--- config.mk ---
export PLATFORM = sky130hd
export DESIGN_NAME = tap_flex_counter
export DESIGN_NICKNAME = d
export VERILOG_FILES = /design/src/rtl/tap_counter_pkg.sv /design/src/rtl/tap_cmp.sv /design/src/rtl/tap_flex_counter.sv
export SDC_FILE = /design/constraint.sdc
export NUM_CORES = 1
export LEC_CHECK = 0
export ABC_AREA = 1
export CAP_MARGIN = 5
export CORE_ASPECT_RATIO = 1.25
export CORE_MARGIN = 2
export CORE_UTILIZATION = 29
export CTS_CLUSTER_SIZE = 24
export DETAILED_ROUTE_END_ITERATION = 12
export PLACE_DENSITY = 0.53
export SYNTH_ARGS = -nofsm -noshare
export SYNTH_HDL_FRONTEND = slang
export SYNTH_SLANG_ARGS = --single-unit
export TNS_END_PERCENT = 30
--- constraint.sdc ---
create_clock -name clk -period 4.2 [get_ports clk]
set_clock_uncertainty 0.1 [all_clocks]
set_input_delay 0.84 -clock clk [delete_from_list [all_inputs] [get_ports clk]]
set_output_delay 0.84 -clock clk [all_outputs]
set_load 0.01 [all_outputs]
--- src/rtl/tap_counter_pkg.sv ---
// tap_counter_pkg: shared state type and USB bit-counter defaults for tap_flex_counter
package tap_counter_pkg;
    typedef enum logic {RUN, HOLD} state_e;
    localparam int BIT_CNT_W    = 5;
    localparam int BIT_ROLLOVER = 25;
    localparam int TAP_BYTE0    = 7;
    localparam int TAP_BYTE1    = 15;
    localparam int TAP_CRC      = 24;
endpackage

--- src/rtl/tap_cmp.sv ---
// tap_cmp: registered equality compare of next count against a run-time value
module tap_cmp #(
    parameter int WIDTH = 5
) (
    input  logic             clk,
    input  logic             rst,
    input  logic [WIDTH-1:0] a_i,
    input  logic [WIDTH-1:0] b_i,
    output logic             eq_o
);
    logic eq_q;
    // flag lands in the same cycle the compared count appears on count_out
    always_ff @(posedge clk or posedge rst) begin
        if (rst) eq_q <= 1'b0;
        else     eq_q <= (a_i == b_i);
    end
    assign eq_o = eq_q;
endmodule

--- src/rtl/tap_flex_counter.sv ---
// tap_flex_counter: enabled bit counter with run-time rollover, tap flags, wrap count and one-shot hold
module tap_flex_counter
    import tap_counter_pkg::*;
#(
    parameter int WIDTH    = BIT_CNT_W,
    parameter int NUM_TAPS = 3,
    parameter int WRAP_W   = 4
) (
    input  logic                      clk,
    input  logic                      rst,
    input  logic                      count_enable,
    input  logic                      clear,
    input  logic                      one_shot,
    input  logic [WIDTH-1:0]          rollover_val,
    input  logic [NUM_TAPS*WIDTH-1:0] tap_vals,
    output logic [WIDTH-1:0]          count_out,
    output logic                      roll_over,
    output logic [NUM_TAPS-1:0]       tap_flag,
    output logic [WRAP_W-1:0]         wrap_count,
    output logic                      done
);
    state_e            state_q, state_d;
    logic [WIDTH-1:0]  count_q, count_d;
    logic [WRAP_W-1:0] wrap_q, wrap_d;
    logic              at_term;
    assign at_term = (count_q == rollover_val);
    // state, count and wrap registers
    always_ff @(posedge clk or posedge rst) begin
        if (rst) begin
            state_q <= RUN;
            count_q <= '0;
            wrap_q  <= '0;
        end else begin
            state_q <= state_d;
            count_q <= count_d;
            wrap_q  <= wrap_d;
        end
    end
    // clear wins; HOLD freezes; RUN advances on enable, terminating at rollover_val
    always_comb begin
        state_d = state_q;
        count_d = count_q;
        wrap_d  = wrap_q;
        if (clear) begin
            state_d = RUN;
            count_d = '0;
            wrap_d  = '0;
        end else if (state_q == RUN && count_enable) begin
            if (!at_term) begin
                count_d = count_q + 1'b1;
            end else if (one_shot) begin
                state_d = HOLD;
            end else begin
                count_d = '0;
                wrap_d  = (wrap_q == {WRAP_W{1'b1}}) ? wrap_q : wrap_q + 1'b1;
            end
        end
    end
    tap_cmp #(.WIDTH(WIDTH)) u_roll (
        .clk (clk),
        .rst (rst),
        .a_i (count_d),
        .b_i (rollover_val),
        .eq_o(roll_over)
    );
    genvar g;
    generate
        for (g = 0; g < NUM_TAPS; g++) begin : g_tap
            tap_cmp #(.WIDTH(WIDTH)) u_tap (
                .clk (clk),
                .rst (rst),
                .a_i (count_d),
                .b_i (tap_vals[g*WIDTH +: WIDTH]),
                .eq_o(tap_flag[g])
            );
        end
    endgenerate
    assign count_out  = count_q;
    assign wrap_count = wrap_q;
    assign done       = (state_q == HOLD);
endmodule

======== After elaboration in Yosys (flattened, before gate mapping) ========
Index checks and enable logic that the tools add are counted.
operators by class
  eq/ne operators ......................... 8
  $add $sub $neg .......................... 2
  bitwise logic cells ..................... 1
  reductions and logical operators ........ 6
  multiplexer cells ....................... 13
operators by type and width
  operator             number
  $eq 5x5->1           5
  $mux 4               5
  $mux 5               4
  $reduce_bool 2->1    3
  $add 5x1->5 const B  1
  $add 4x1->4 const B  1
  $eq 4x4->1 const B   1
  $mux 1               4
  $ne 2x2->1 const B   2
  $reduce_and 4->1     1
  $reduce_and 3->1     1
  $logic_and 1x1->1    1
  $not 1->1            1
storage, ports and cells
  register bits ........................... 14
  input bits .............................. 25
  word-level logic and storage cells ...... 37

======== Longest topological paths before layout ========
Gate-level depths: netlist of run 1.
  depth in word-level cells ............... 6
  gate-level depth with buffers ........... 14
  gate-level depth less buffers ........... 14

======== Cells and area by module ========
From an unflattened synthesis of run 1, not the netlist that was laid out.
second synthesis, totals
  cells, all modules ...................... 182
  area total of the unflattened synthesis .. 1146.1 sq um
modules (own cells, without submodules)
  module            sequential area each (sq um)  cells each  times used  area an instance (sq um)
  tap_flex_counter  250.2                         110         1           725.7
  tap_cmp           25.0                          18          4           105.1

======== Worst setup path before layout of run 1 ========
OpenSTA, ideal clock, no wires.
  path kind ............................... input to register
  start point ............................. input rollover_val[4]
  end point ............................... register g_tap[1].u_tap.eq_q
  stages .................................. 10
  data arrival time ....................... 1.862 ns
  path buffers ............................ 0
  setup slack ............................. 2.124 ns
  cell sequence ........................... xnor2_1 -> nand3_4 -> nand2_2 -> nand3_1 -> nand2_2 -> nand2_1 -> nand2_1 -> nand2_1 -> nand3_1 -> nor2_2
between the ends
  longest elaborated chain between the ends .. 5
RTL lines
  item                  RTL line                RTL
  from (decl)           tap_flex_counter.sv:14  input logic [WIDTH-1:0] rollover_val,
  $eq 5x5->1            tap_flex_counter.sv:26  assign at_term = (count_q == rollover_val);
  $mux 5                tap_flex_counter.sv:49  if (!at_term) begin
  $mux 5                tap_flex_counter.sv:48  end else if (state_q == RUN && count_enable) begin
  $mux 5                tap_flex_counter.sv:44  if (clear) begin
  $eq 5x5->1            tap_cmp.sv:15           else eq_q <= (a_i == b_i);
  to (signal assigned)  tap_cmp.sv:15
  to (decl)             tap_cmp.sv:11           logic eq_q;
No other way between the ends.
A chain may end at the register's enable or synchronous reset.

======== Final worst setup path of run 1 ========
  start point ............................. input clear
  end point ............................... register g_tap[1].u_tap.eq_q
between the ends
  longest elaborated chain between the ends .. 2
RTL lines
  item         RTL line                RTL
  from (decl)  tap_flex_counter.sv:12  input logic clear,
  $mux 5       tap_flex_counter.sv:44
  $eq 5x5->1   tap_cmp.sv:15
No other way between the ends.

==> results of run 1 <==
-- Yosys cell counts (2+ instances only) --
master     n
a21oi_1    3
buf_4      3
clkinv_1   6
dfrtp_1   14
ha_1       2
inv_1     35
inv_2      2
nand2_1   72
nand2_2    3
nand2_4    2
nand3_1   30
nand3_2    4
nand4_1    6
nor2_1     7
nor2_2     2
xor2_1     3
-- cell usage in the layout (no fill, tap or decap), types with 2 or more instances in the layout --
master	Yosys	layout
a21oi_1	3	3
nor2_1	7	7
inv_2	2	2
dfrtp_1	14	14
clkbuf_8	0	3
nand3_1	30	30
clkinv_1	6	6
xor2_1	3	3
ha_1	2	2
nand4_1	6	6
nand2_1	72	72
inv_1	35	35
nand3_2	4	4
nand2_2	3	3
nand2_4	2	2
clkdlybuf4s50_1	0	38
nor2_2	2	2
-- cells by family after synthesis --
group / Yosys count / share of synthesized area, %
buffers and inverters: 47 / 15.03
AOI/OAI and AO/OA: 6 / 3.506
xor gates and xnor gates: 4 / 2.806
adders and majority gates: 2 / 2.004
DFF: 14 / 28.06
and+or+nand+nor: 128 / 48.60
-- worst paths after layout --
kind / startpoint / depth (start not counted) / endpoint / slack (ps)
worst max-delay path: clear / 7 / g_tap[1].u_tap.eq_o / 1590
worst min-delay path: done / 2 / done / 450
worst max register to register: count_out[0] / 13 / g_tap[1].u_tap.eq_o / 2190
worst min register to register: done / 2 / done / 450
max in group asynchronous: rst / 2 / wrap_count[3] / 2780
min in group asynchronous: rst / 2 / u_roll.eq_o / 840
-- per-layer routing --
metal  track usage [%]  share of wire (%)  up-vias
met3             2.609                4.4        5
met5                 0                  0        -
li1                  -                  -      692
met2             25.48                 49       28
met1             19.19                 45      557
met4             7.556                2.2        0
-- power breakdown --
group | switching, mW | internal [mW] | total [mW]
sequential | 0.00513 | 0.139 | 0.144
clock | 0.0527 | 0.0637 | 0.116
combinational | 0.0590 | 0.0470 | 0.106
-- registers in the layout, indices dropped and copies added, names as in the netlist --
| signal | count |
|---|---|
| done | 1 |
| count_out | 5 |
| g_tap.u_tap.eq_o | 3 |
| u_roll.eq_o | 1 |
| wrap_count | 4 |
-- metrics by stage --
stage / util [%] / total power, mW / cell area (µm²)
after global placement: 40.81 / 0.2537 / 1673
after detailed placement: 40.81 / 0.2534 / 1673
after floorplan: - / 0.2047 / 1249
after CTS: 41.82 / 0.3695 / 1714
final: 41.82 / 0.3661 / 1714
after global routing: 41.82 / 0.3913 / 1714
-- critical path, delay by kind of cell --
kind / cells / cell delay, ps
buffers and inverters: 2 / 1140
AND/OR/NAND/NOR: 5 / 720
-- cell type report --
type | instances | area, µm² | area share, %
inverter | 43 | 161.4 | 9.416
clock buffer | 3 | 41.29 | 2.409
sequential | 14 | 350.3 | 20.44
timing repair buffer | 38 | 380.4 | 22.19
tap | 56 | 70.07 | 4.088
multi-input combinational | 140 | 710.7 | 41.46
==> results.md, run 1 <==
- Status: completed
- Global-route wire length before repair: 5761 µm
- Nets@finish: 267
- Worst setup SP type: input pin
- Port bufs: 38
- Core Region: 0.004099 mm²
- Largest net degree at the start of global routing: 20
- Die H: 77.37 µm
- Cell variety after synth: 23
- Clk_lat worst skew: 250 ps
- Req. time, crit path: 4290 ps
- Via count: 1,282
- Synth top area cells: dfrtp_1 (28%), nand2_1 (22%), nand3_1 (12%)
- Delay of the slowest critical-path stage: approximately 600 ps
- Remaining antenna violation count: 0
- Vias per inst: ~4.4
- Class of the worst hold path: flip-flop to flip-flop
- Syn_area_per_cell: 6.212 µm²
- Max Cap Violations: 0
- IO Pins: 39
- Number of global-route vias before repair: ~1,300
- Worst setup EP type: flip-flop
- Grt total ovfl: 0
- Number of DRC markers in iteration 0: 62
- Post-DR wirelength/cell: 11.27 µm
- Place WS: 1302 ps
- H-tree depth: 1
- Final Hold Viols: 0
- EDFF count, synth: 0
- VDD IR max: between 80 and 90 µV
- Post-Syn Nets: 228
- Critical path type: input pin to flip-flop
- Final setup margin: 1594 ps
- # diodes: 0
- RSZ-0062 raised after global routing: no
- Max stage delay cell, worst path: clkdlybuf4s50_1
- Die width: between 60 and 70 µm
- Hold Slack: 445.2 ps
- CTS buffer count: 3
- Routed Wire Length: 3312 µm
- Measured slew at the worst slew-check pin: ~570 ps
- CTS root buffer: clkbuf_8
- DRC: 0
- Register clock-pin slew on the reported worst setup and hold paths: 60 ps
- Main synth FF type: dfrtp_1
- Crit-path cells: clkdlybuf4s50_1, clkinv_1, nand2_1, nand2_1, nand2_1, nand3_1, nor2_2
- Fmax: 383.7 MHz
- Die area: 0.004850 mm²
- Synth Instances: 201
- Gr usage total: 15.35%
- # rows: 26
- Seq/Total Area, Yosys: 28.06%
- Pwr Density: 213.6 mW/mm²
- Synthesized area: 0.001249 mm²
- CTS tree: yes
- Synth Warn #: 0
- Ys async rst share: 100.0%
- Final setup fails: 0
- Slew Viols, Final: 0
- WP data arrival: between 2000 and 3000 ps
- # Post-CTS Setup Buffers: 0
- Setup TNS: 0 ps
- Clock Path Buffers: 2
- Post-synthesis register bit count: 14
- CTS Sinks: 14
- Pleak: 0.9137 nW
- Routability congestion estimate from global placement: 0.7937
- Area growth syn-to-layout: 37.27%
- Final Cycle Share: between 60 and 70%
- Synth top area share: 28.06%
- Initial antenna violation count: 0
- Most used cell, CP: nand2_1
- Slew HR: between 60% and 70%
- Total placed cells including tap cells: 291
- Share of layout cells above drive strength 1: under 10%
- Largest area contributor in the netlist: dfrtp_1
- Post-CTS Hold Buffers: 0
- Dpl hpwl: 2729 µm
- Initial core utilization: 30.46%
- Resize count post-CTS: 0
- Fin crit period: between 2000 and 3000 ps
- Non-Filler Instances: 294
- Pre-antenna DRT Iters: 4
- Fill count: about 460
- Critical Path Fanout Max: 19
No activity file was read; power rests on OpenSTA's default activity.
==> run 2, diff against run 1 <==
clock period = 2.55 ns   (was 4.2 ns; I/O delays follow)
==> run 2 against run 1 <==
Effect of this change: register-to-register slack worse by 1600 ps; critical path depth up 7; clock power rose by 60%; flip-flop and latch count unchanged; sequential power is 64% higher; total power grew 64%; combinational power rose by 66%; utilization is 0.37 points higher; critical endpoint is now g_tap[0].u_tap.eq_o.
==> results.md, run 2 (same netlist as run 1, synthesis figures left out) <==
- Sw Pwr: 0.1861 mW (+59%)
- Core Region: 0.004099 mm² (unchanged)
- Req. time, crit path: 2590 ps (-1700 ps)
- # diodes: 0 (unchanged)
- Fmax: 441.2 MHz
- Remaining antenna violation count: 0 (unchanged)
- Global-route wire length before repair: 5892 µm (+2.3%)
- Resize count post-CTS: 0 (unchanged)
- Setup TNS: 0 ps (unchanged)
- Die area: 0.004850 mm² (unchanged)
- Die H: 77.37 µm (unchanged)
- # rows: 26 (unchanged)
- Max stage delay cell, worst path: clkdlybuf4s50_1
- Largest net degree at the start of global routing: 20 (unchanged)
- Sw Share: 31.10% (-0.83 points)
- Die width: 62.69 µm (unchanged)
- RSZ-0062 raised after global routing: no
- Pre-antenna DRT Iters: 4 (unchanged)
- Total power draw: 0.5986 mW (+64%)
- Seq pwr share: 39.5% (+0.3 points)
- Routability congestion estimate from global placement: 0.8321 (+4.8%)
- Vias per inst: 4.372 (+0.25%)
- Worst setup SP type: input pin
- Area growth syn-to-layout: 38.48%
- Status: completed
- Most frequent cells in the layout: nand2_1 (72), clkdlybuf4s50_1 (38), inv_1 (35)
- Number of global-route vias before repair: 1,335 (+6.0%)
- Dpl hpwl: 2699 µm (-1.1%)
- CTS tree: yes
- H-tree depth: 1 (unchanged)
- Gr usage total: 15.42% (+0.061 points)
- Fill count: 463 (-0.22%)
- Initial antenna violation count: 0 (unchanged)
- Post-DR wirelength/cell: 11.11 µm (-1.4%)
- Register clock-pin slew on the reported worst setup and hold paths: 60 ps (about the same)
- Clk_lat worst skew: 250 ps (about the same)
- Reg area: 350.3 µm² (unchanged)
- IO Pins: 39 (unchanged)
- Internal power: 0.4124 mW (+66%)
- Final setup fails: 0 (unchanged)
- CTS root buffer: clkbuf_8
- DRC: 0 (unchanged)
- Crit-path cells: clkdlybuf4s50_1, inv_1, nand2_1, nand2_1, nor2_2, nand3_4, nand2_2, nand3_1, nand2_2, nand2_1, nand2_1, nand2_1, nand2_1, nor2_1
- Max Cap Violations: 0 (unchanged)
- Logic pwr share: 29.5% (+0.6 points)
- # Post-CTS Setup Buffers: 0 (unchanged)
- Fin crit period: 2266 ps
- Post-CTS Hold Buffers: 0 (unchanged)
- Leading cell type in the layout, fill and taps excluded: nand2_1
- Share of layout cells above drive strength 1: 9.167% (+0.76 points)
- Delay of the slowest critical-path stage: 500 ps (-110 ps)
- Class of the worst hold path: flip-flop to flip-flop
- WP data arrival: 2310 ps (-390 ps)
- Grt total ovfl: 0 (unchanged)
- Worst setup EP type: flip-flop
- Critical path type: input pin to flip-flop
- CTS Sinks: 14 (unchanged)
- Area of the multi-input gates: 710.7 µm² (unchanged)
- Pleak: 0.9233 nW (+1.1%)
- Measured slew at the worst slew-check pin: 550.9 ps (-21.26 ps)
- Max reg flops: 5 (unchanged)
- Nets@finish: 269 (+0.75%)
- Hold Slack: 457.2 ps (+12.00 ps)
- Critical Path Fanout Max: 7 (-12)
- Final Hold Viols: 0 (unchanged)
- Final Cycle Share: between 80 and 90%
- VDD IR max: 142.0 µV (+65%)
- Pwr Density: 346.2 mW/mm² (+62%)
- Via count: 1,294 (+0.94%)
- Slew Viols, Final: 0 (unchanged)
- Most used cell, CP: nand2_1
- Port bufs: 38 (unchanged)
- Routed Wire Length: 3288 µm (-0.72%)
- Slew HR: 63.23% (+1.6 points)
- Clock Path Buffers: 2 (unchanged)
- Number of DRC markers in iteration 0: 58 (-6.5%)
- CTS buffer count: 3 (unchanged)
- Initial core utilization: 30.46% (unchanged)
- Clock share of power: 31.0% (-0.8 points)
[run 2: through the flow]
step           std cells  area, µm²  setup slack (ps)  util (%)
2_1_floorplan        201       1249             803.7         -
3_3_place_gp         293       1688             22.99     41.18
3_5_place_dp         293       1688             12.41     41.18
4_1_cts              296       1729             261.9     42.19
5_1_grt              296       1729             55.61     42.19
6_report             296       1729             283.6     42.19
[run 2: cell type report]
cell class | count | area share, %
Sequential cell | 14 | 20.26
Multi-Input combinational cell | 140 | 41.10
Tap cell | 56 | 4.052
Inverter | 43 | 9.334
Clock buffer | 3 | 2.388
Timing Repair Buffer | 40 | 22.87
[run 2: critical path: cells and delay by family]
family / cells / cell delay (ps)
buffers and inverters: 2 / 570
AND/OR/NAND/NOR: 12 / 1220
[run 2: worst paths after layout]
path / endpoint / cells after the start / slack, ps / from
max: g_tap[0].u_tap.eq_o / 14 / 280 / rollover_val[0]
min: done / 2 / 460 / done
max reg2reg: g_tap[0].u_tap.eq_o / 13 / 570 / count_out[0]
min reg2reg: done / 2 / 460 / done
max in group asynchronous: wrap_count[0] / 2 / 1470 / rst
min in group asynchronous: u_roll.eq_o / 2 / 510 / rst
[run 2: power groups by stage]
stage | clock network (mW) | registers [mW] | logic [mW]
6_report | 0.186 | 0.236 | 0.176
5_1_grt | 0.200 | 0.238 | 0.202
4_1_cts | 0.192 | 0.236 | 0.179
3_5_place_dp | 0 | 0.240 | 0.178
3_3_place_gp | 0 | 0.240 | 0.178
2_1_floorplan | 0 | 0.241 | 0.0965
[run 2: per-layer routing]
layer	routed length, µm	up-vias	track usage, %	share of wire [%]
met1	1474	563	18.91	45
met2	1639	28	26.02	50
met3	95	6	1.594	2.9
met4	78	0	9.111	2.4
met5	0	-	0	0
li1	-	697	-	-
